File: src/rtl/cfg_pkg.sv
// ----------------------------------------------------------------------------
// cfg_pkg
// Shared definitions for the configuration scan loader: the default
// configuration word width, the default scan-clock divider, and the
// loader state enumeration.
// ----------------------------------------------------------------------------
package cfg_pkg;

    localparam int CFG_WIDTH_DEF = 52;
    localparam int CLK_DIV_DEF   = 4;

    typedef enum logic [2:0] {
        IDLE,
        SHIFT_LO,
        SHIFT_HI,
        LATCH,
        DONE
    } cfg_state_e;

endpackage

File: src/rtl/cfg_scan_divider.sv
// ----------------------------------------------------------------------------
// cfg_scan_divider
// Phase counter that times each scan-clock half period (and the latch
// strobe) in units of CLK_DIV system clocks.
//
// Ports:
//   clk       in   system clock
//   rst_n     in   asynchronous active-low reset
//   clear     in   hold the counter at zero (loader idle)
//   en        in   count while a timed phase is active
//   phase_end out  high on the last clk cycle of the current phase
// ----------------------------------------------------------------------------
module cfg_scan_divider
    import cfg_pkg::*;
#(
    parameter int CLK_DIV = CLK_DIV_DEF
) (
    input  logic clk,
    input  logic rst_n,
    input  logic clear,
    input  logic en,
    output logic phase_end
);

    localparam int DIV_W = (CLK_DIV > 1) ? $clog2(CLK_DIV) : 1;

    logic [DIV_W-1:0] cnt;

    assign phase_end = en && (cnt == DIV_W'(CLK_DIV - 1));

    // Every phase transition happens on phase_end, so restarting the count
    // there lines each new phase up at zero without the FSM's help.
    always_ff @(posedge clk or negedge rst_n) begin
        if (!rst_n) begin
            cnt <= '0;
        end else if (clear || phase_end) begin
            cnt <= '0;
        end else if (en) begin
            cnt <= cnt + 1'b1;
        end
    end

endmodule

File: src/rtl/cfg_scan_loader.sv
// ----------------------------------------------------------------------------
// cfg_scan_loader
// Captures the configuration word from the UART receiver when config_done
// rises, shifts it MSB-first into the user-project scan chain on a divided
// scan clock, then strobes scan_latch so the chip applies it. The captured
// word is kept in a shadow register so reload can re-shift it.
//
// Optional build macro: CFG_SCAN_READBACK_EN
//   Adds scan_so (chain serial out), readback_bits and readback_valid; the
//   previous chain contents are collected while the new word shifts in.
//
// Ports:
//   clk            in   system clock
//   rst_n          in   asynchronous active-low reset
//   config_bits    in   word from the UART receiver
//   config_done    in   reception complete (level)
//   config_error   in   receiver error flag, suppresses capture
//   reload         in   single-cycle request to re-shift the shadow word
//   scan_clk       out  scan clock, chip samples scan_data on its rise
//   scan_data      out  serial data
//   scan_en        out  high while shifting and latching
//   scan_latch     out  apply strobe
//   busy           out  high in any state other than IDLE or DONE
//   load_done      out  high once a load has completed
//   scan_so        in   (readback) serial out of the chip's chain
//   readback_bits  out  (readback) previous chain contents
//   readback_valid out  (readback) readback_bits complete
// ----------------------------------------------------------------------------
module cfg_scan_loader
    import cfg_pkg::*;
#(
    parameter int CFG_WIDTH = CFG_WIDTH_DEF,
    parameter int CLK_DIV   = CLK_DIV_DEF,
    parameter int CNT_W     = $clog2(CFG_WIDTH)
) (
    input  logic                 clk,
    input  logic                 rst_n,
    input  logic [CFG_WIDTH-1:0] config_bits,
    input  logic                 config_done,
    input  logic                 config_error,
    input  logic                 reload,
    output logic                 scan_clk,
    output logic                 scan_data,
    output logic                 scan_en,
    output logic                 scan_latch,
    output logic                 busy,
`ifdef CFG_SCAN_READBACK_EN
    output logic                 load_done,
    input  logic                 scan_so,
    output logic [CFG_WIDTH-1:0] readback_bits,
    output logic                 readback_valid
`else
    output logic                 load_done
`endif
);

    cfg_state_e           state, state_next;
    logic                 done_q;
    logic                 start_new;
    logic [CFG_WIDTH-1:0] shadow, shadow_next;
    logic [CFG_WIDTH-1:0] shift, shift_next;
    logic                 shadow_valid, shadow_valid_next;
    logic [CNT_W-1:0]     bit_cnt, bit_cnt_next;
    logic                 phase_end;
    logic                 div_en;
    logic                 active_next;

    assign start_new = config_done & ~done_q & ~config_error;

    assign div_en = (state == SHIFT_LO) || (state == SHIFT_HI) || (state == LATCH);

    assign active_next = (state_next == SHIFT_LO) || (state_next == SHIFT_HI) ||
                         (state_next == LATCH);

    cfg_scan_divider #(
        .CLK_DIV (CLK_DIV)
    ) u_divider (
        .clk       (clk),
        .rst_n     (rst_n),
        .clear     (~div_en),
        .en        (div_en),
        .phase_end (phase_end)
    );

    // Next-state logic. Triggers are only looked at in IDLE and DONE, which
    // is what makes the captured word immutable while a load is in flight.
    always_comb begin
        state_next        = state;
        shadow_next       = shadow;
        shift_next        = shift;
        shadow_valid_next = shadow_valid;
        bit_cnt_next      = bit_cnt;
        unique case (state)
            IDLE, DONE: begin
                if (start_new) begin
                    shadow_next       = config_bits;
                    shift_next        = config_bits;
                    shadow_valid_next = 1'b1;
                    state_next        = SHIFT_LO;
                end else if (reload && shadow_valid) begin
                    shift_next = shadow;
                    state_next = SHIFT_LO;
                end
            end
            SHIFT_LO: begin
                if (phase_end) begin
                    state_next = SHIFT_HI;
                end
            end
            SHIFT_HI: begin
                if (phase_end) begin
                    shift_next = {shift[CFG_WIDTH-2:0], 1'b0};
                    // Comparing against the last index keeps the counter
                    // in range even when CFG_WIDTH is a power of two.
                    if (bit_cnt == CNT_W'(CFG_WIDTH - 1)) begin
                        bit_cnt_next = '0;
                        state_next   = LATCH;
                    end else begin
                        bit_cnt_next = bit_cnt + 1'b1;
                        state_next   = SHIFT_LO;
                    end
                end
            end
            LATCH: begin
                if (phase_end) begin
                    state_next = DONE;
                end
            end
            default: begin
                state_next = IDLE;
            end
        endcase
    end

    // State, datapath and output registers. Outputs are decoded from the
    // next state so the pins come straight from flops yet track the state.
    always_ff @(posedge clk or negedge rst_n) begin
        if (!rst_n) begin
            state        <= IDLE;
            done_q       <= 1'b0;
            shadow       <= '0;
            shift        <= '0;
            shadow_valid <= 1'b0;
            bit_cnt      <= '0;
            scan_clk     <= 1'b0;
            scan_data    <= 1'b0;
            scan_en      <= 1'b0;
            scan_latch   <= 1'b0;
            busy         <= 1'b0;
            load_done    <= 1'b0;
        end else begin
            state        <= state_next;
            done_q       <= config_done;
            shadow       <= shadow_next;
            shift        <= shift_next;
            shadow_valid <= shadow_valid_next;
            bit_cnt      <= bit_cnt_next;
            scan_clk     <= (state_next == SHIFT_HI);
            scan_data    <= ((state_next == SHIFT_LO) || (state_next == SHIFT_HI)) &&
                            shift_next[CFG_WIDTH-1];
            scan_en      <= active_next;
            scan_latch   <= (state_next == LATCH);
            busy         <= active_next;
            load_done    <= (state_next == DONE);
        end
    end

`ifdef CFG_SCAN_READBACK_EN
    logic so_meta;
    logic so_sync;

    // scan_so is launched by the chip on scan_clk, so it is resynchronised.
    // Sampling on the last SHIFT_LO cycle picks up the bit the chain is
    // presenting just before the next scan_clk rise pushes it out.
    always_ff @(posedge clk or negedge rst_n) begin
        if (!rst_n) begin
            so_meta        <= 1'b0;
            so_sync        <= 1'b0;
            readback_bits  <= '0;
            readback_valid <= 1'b0;
        end else begin
            so_meta        <= scan_so;
            so_sync        <= so_meta;
            readback_valid <= (state_next == DONE);
            if ((state == SHIFT_LO) && phase_end) begin
                readback_bits <= {readback_bits[CFG_WIDTH-2:0], so_sync};
            end
        end
    end
`endif

endmodule

File: config.mk
export PLATFORM = sky130hd
export DESIGN_NAME = cfg_scan_loader
export DESIGN_NICKNAME = d
export VERILOG_FILES = /design/src/rtl/cfg_pkg.sv /design/src/rtl/cfg_scan_divider.sv /design/src/rtl/cfg_scan_loader.sv
export SDC_FILE = /design/constraint.sdc
export NUM_CORES = 1
export LEC_CHECK = 0
export BUFFER_PORTS_ARGS = -buffer_cell sky130_fd_sc_hd__clkbuf_2
export CORE_UTILIZATION = 53
export CTS_BUF_LIST = sky130_fd_sc_hd__clkbuf_4
export CTS_CLUSTER_SIZE = 20
export DETAILED_ROUTE_END_ITERATION = 8
export PLACE_DENSITY = 0.84
export SYNTH_ARGS = -nofsm -noshare
export SYNTH_HDL_FRONTEND = slang
export SYNTH_SLANG_ARGS = --single-unit
File: constraint.sdc
create_clock -name clk -period 1.8 [get_ports clk]
set_input_delay 0.18 -clock clk [delete_from_list [all_inputs] [get_ports clk]]
set_output_delay 0.18 -clock clk [all_outputs]
set_load 0.02 [all_outputs]
==> flow_summary.toml <==
[outcome]
outcome = "complete, but fails checks"
violations = "negative setup slack"

[sta]
setup_viol = 14
tightestPinTransition_ps = 504
fin_crit_sh = 1.05
postLayoutSetupSlackWorst_ps = -85.3
relSlewSlack = 0.664
timing.final.hold_violations = 0
slew_viol_final = 0
rsz0062_at_grt = "true"
fmax_mhz = 530
period_needed_ps = 1890
clock_skew_ps = 15.9

[worst_setup_path]
cp_num_buf_inv = 2
critPathArrivalTime_ps = 2330
worst-r2r-setup-slack_ps = -90
r2r-end = "scan_data"
crit_chain = "or3b_4 -> buf_6 -> nor3_4 -> buf_12 -> a22o_1 -> a221o_1 -> nor3b_2"
rr_startpoint = "done_q"
slowest_delay_ps = 430
end_kind = "flop"
path_depth = 7
critical_path.top_delay_family = "simple AND/OR/NAND/NOR gates"
cpMaxStageDelayCell = "or3b_4"
crit_end = "scan_data"
rr_worst_depth = 7
crit_fanout = 5
required_ps = 2240
start_kind = "flop"
crit_start = "done_q"
worstSetupPathType = "reg2reg"

[grt]
grt_antenna_before_repair = 0
grt_pass1_wl_mm = 21.3
grt_pass1_vias = 4497
grt_max_degree = 54
grt_util_all_layers = 0.275
grt_overflow_total = 0

[final_layout]
final_common_cell = "nand2_1"
antenna_cells = 0
layout.nets = 712
final_area_mm2 = 0.00667
layout_common_cells = "nand2_1, dfrtp_1, clkbuf_2"
fillers = 646
syn_to_final_growth_pct = 30.0
drive_gt1_frac = 0.204

[detailed_routing]
drt_wl_total_mm = 13.5
drtIter0Drc = 515
firstDrtPassIters = 8
wl_per_cell_um = 17.0
drc_errors = 0
ant_nets = 0
vias = 4593
drt-vias-per-instance = 5.80

[synth]
synth_edf_count = 0
ys_warn_count = 0
syn-instance-count = 521
synth-async-reset-ratio = 1.00
yosysSeqAreaShare = 0.595
ys_ff_latch = 122
synthFlopType = "dfrtp_1"
synth_area_per_cell_um2 = 9.84
ys_types = 38
synth_area_mm2 = 0.00513
postSynthNetCount = 580

[power_and_ir_drop]
swShare = 0.360
seqPwrFrac = 0.488
cellLeakagePower_nw = 3.47
p_comb_frac = 0.317
power_density_mw_per_mm2 = 1370
switching_power_mw = 3.29
power_mw = 9.15
internal-power_mw = 5.86
ir_drop_mv = 0.702
p_clk_frac = 0.195

[min_path]
hp-class = "in2reg"

[placed_design]
io_buffers = 62
dpl.hpwl_mm = 7.44
gp_congestion = 0.817
postPlaceCellArea_mm2 = 0.00565

[cts]
clkLatencyLatePin_ps = 530
cts_tree = "yes"
cts_buffer_depth = 2
numClockSinks = 122
clockRootBuffer = "clkbuf_4"
path_clk_slew_ps = 100
cts_made_buffers = 17
htreeDepth = 4

[floorplanning]
die_area_mm2 = 0.0101
std_cell_rows = 35
core_region_area_mm2 = 0.00933
die_y_um = 100
io_pins = 63
start_util = 0.550
die_x_um = 100

[flow_run]
drv_cap = 0
## final cells by class
type	count	area, µm²	area share
repair buffers	149	1310	0.197
clock buffers	18	135	0.0203
inverters	4	15.0	0.00225
well taps	129	161	0.0242
flip-flops and latches	122	3050	0.458
multi-input cells	359	1880	0.282
clock inverters	11	108	0.0161
## what timing repair did
item                                    CTS  global route
gates resized for setup                   1             9
endpoints found under the setup margin   18            60
setup buffers                             1             6
hold buffers                             54             0
pin swaps                                12            27
gates cloned                              1             5
endpoints found under the hold margin   190             0
## state kept, by name, summed over array words and instances (netlist names)
| register | flops |
|---|---|
| busy | 1 |
| done_q | 1 |
| scan_data | 1 |
| scan_clk | 1 |
| bit_cnt | 6 |
| scan_latch | 1 |
| state | 3 |
| u_divider.cnt | 2 |
| load_done | 1 |
| shadow_valid | 1 |
| shift | 52 |
| shadow | 52 |
## power by group through the flow
stage | Combinational [mW] | Sequential (mW) | Clock [mW]
2_1_floorplan | 1.82 | 4.32 | 0
3_5_place_dp | 2.58 | 4.46 | 0
6_report | 2.90 | 4.47 | 1.78
5_1_grt | 3.24 | 4.57 | 1.94
3_3_place_gp | 2.42 | 4.40 | 0
4_1_cts | 2.73 | 4.42 | 1.81
## worst min-delay path by stage
stage	start	endpoint	slack, ps	cells after the start
after detailed placement	rst_n	shadow[48]	180	1
after global placement	rst_n	shadow[48]	170	1
after global routing	reload	load_done	140	4
after CTS	reload	load_done	110	4
after floorplan	rst_n	bit_cnt[0]	-120	0
final	reload	load_done	160	4
## kinds of logic (layout without fill, tap and decap cells)
| kind of cell | Yosys count | after routing | share of synthesized area |
|---|---|---|---|
| AO/OA/AOI/OAI | 64 | 64 | 0.117 |
| XOR/XNOR | 2 | 2 | 0.00342 |
| adder cells (fa/ha/maj) | 2 | 2 | 0.00488 |
| buffers and inverters | 40 | 182 | 0.0422 |
| flip-flops | 122 | 122 | 0.595 |
| multiplexers | 4 | 4 | 0.00805 |
| AND/OR/NAND/NOR | 287 | 287 | 0.229 |
## through the flow
step	cells	hold slack [ps]	utilization	TNS (ps)	setup WS (ps)
global placement	696	171	0.606	0	72.3
floorplan	521	-116	-	0	213
finish	792	158	0.715	-187	-85.3
global route	792	144	0.715	-1820	-121
detailed placement	696	177	0.606	-94.1	-87.2
CTS	781	114	0.694	-14.8	-14.8
## Yosys cell counts (2+ instances only)
| master | count | area [µm²] |
|---|---|---|
| ha_1 | 2 | 25.0 |
| buf_4 | 3 | 22.5 |
| o21ai_0 | 2 | 10.0 |
| xnor2_1 | 2 | 17.5 |
| a22o_1 | 2 | 17.5 |
| buf_6 | 5 | 56.3 |
| nand2_1 | 262 | 983 |
| clkbuf_1 | 14 | 52.6 |
| nand2b_1 | 2 | 12.5 |
| nand4b_1 | 2 | 17.5 |
| nor4_1 | 2 | 12.5 |
| a222oi_1 | 51 | 510 |
| inv_1 | 3 | 11.3 |
| buf_2 | 14 | 70.1 |
| and3_1 | 2 | 12.5 |
| a21oi_1 | 3 | 15.0 |
| dfrtp_1 | 122 | 3050 |
| nor2_1 | 5 | 18.8 |
| nor3_4 | 2 | 32.5 |
| mux2i_1 | 3 | 30.0 |
## routing by layer
metal | part of all wire | up-vias | global-route usage
met5 | 0 | - | 0
met2 | 0.50 | 244 | 0.450
met4 | 0.021 | 0 | 0.107
met3 | 0.078 | 29 | 0.0808
met1 | 0.40 | 2253 | 0.347
li1 | - | 2067 | -
## tightest hold or removal path, delay by kind of cell
family	cells	cell delay, ps
simple gates	2	280
mux	1	90
buf+inv	1	80
No activity file was read; power rests on OpenSTA's default activity.
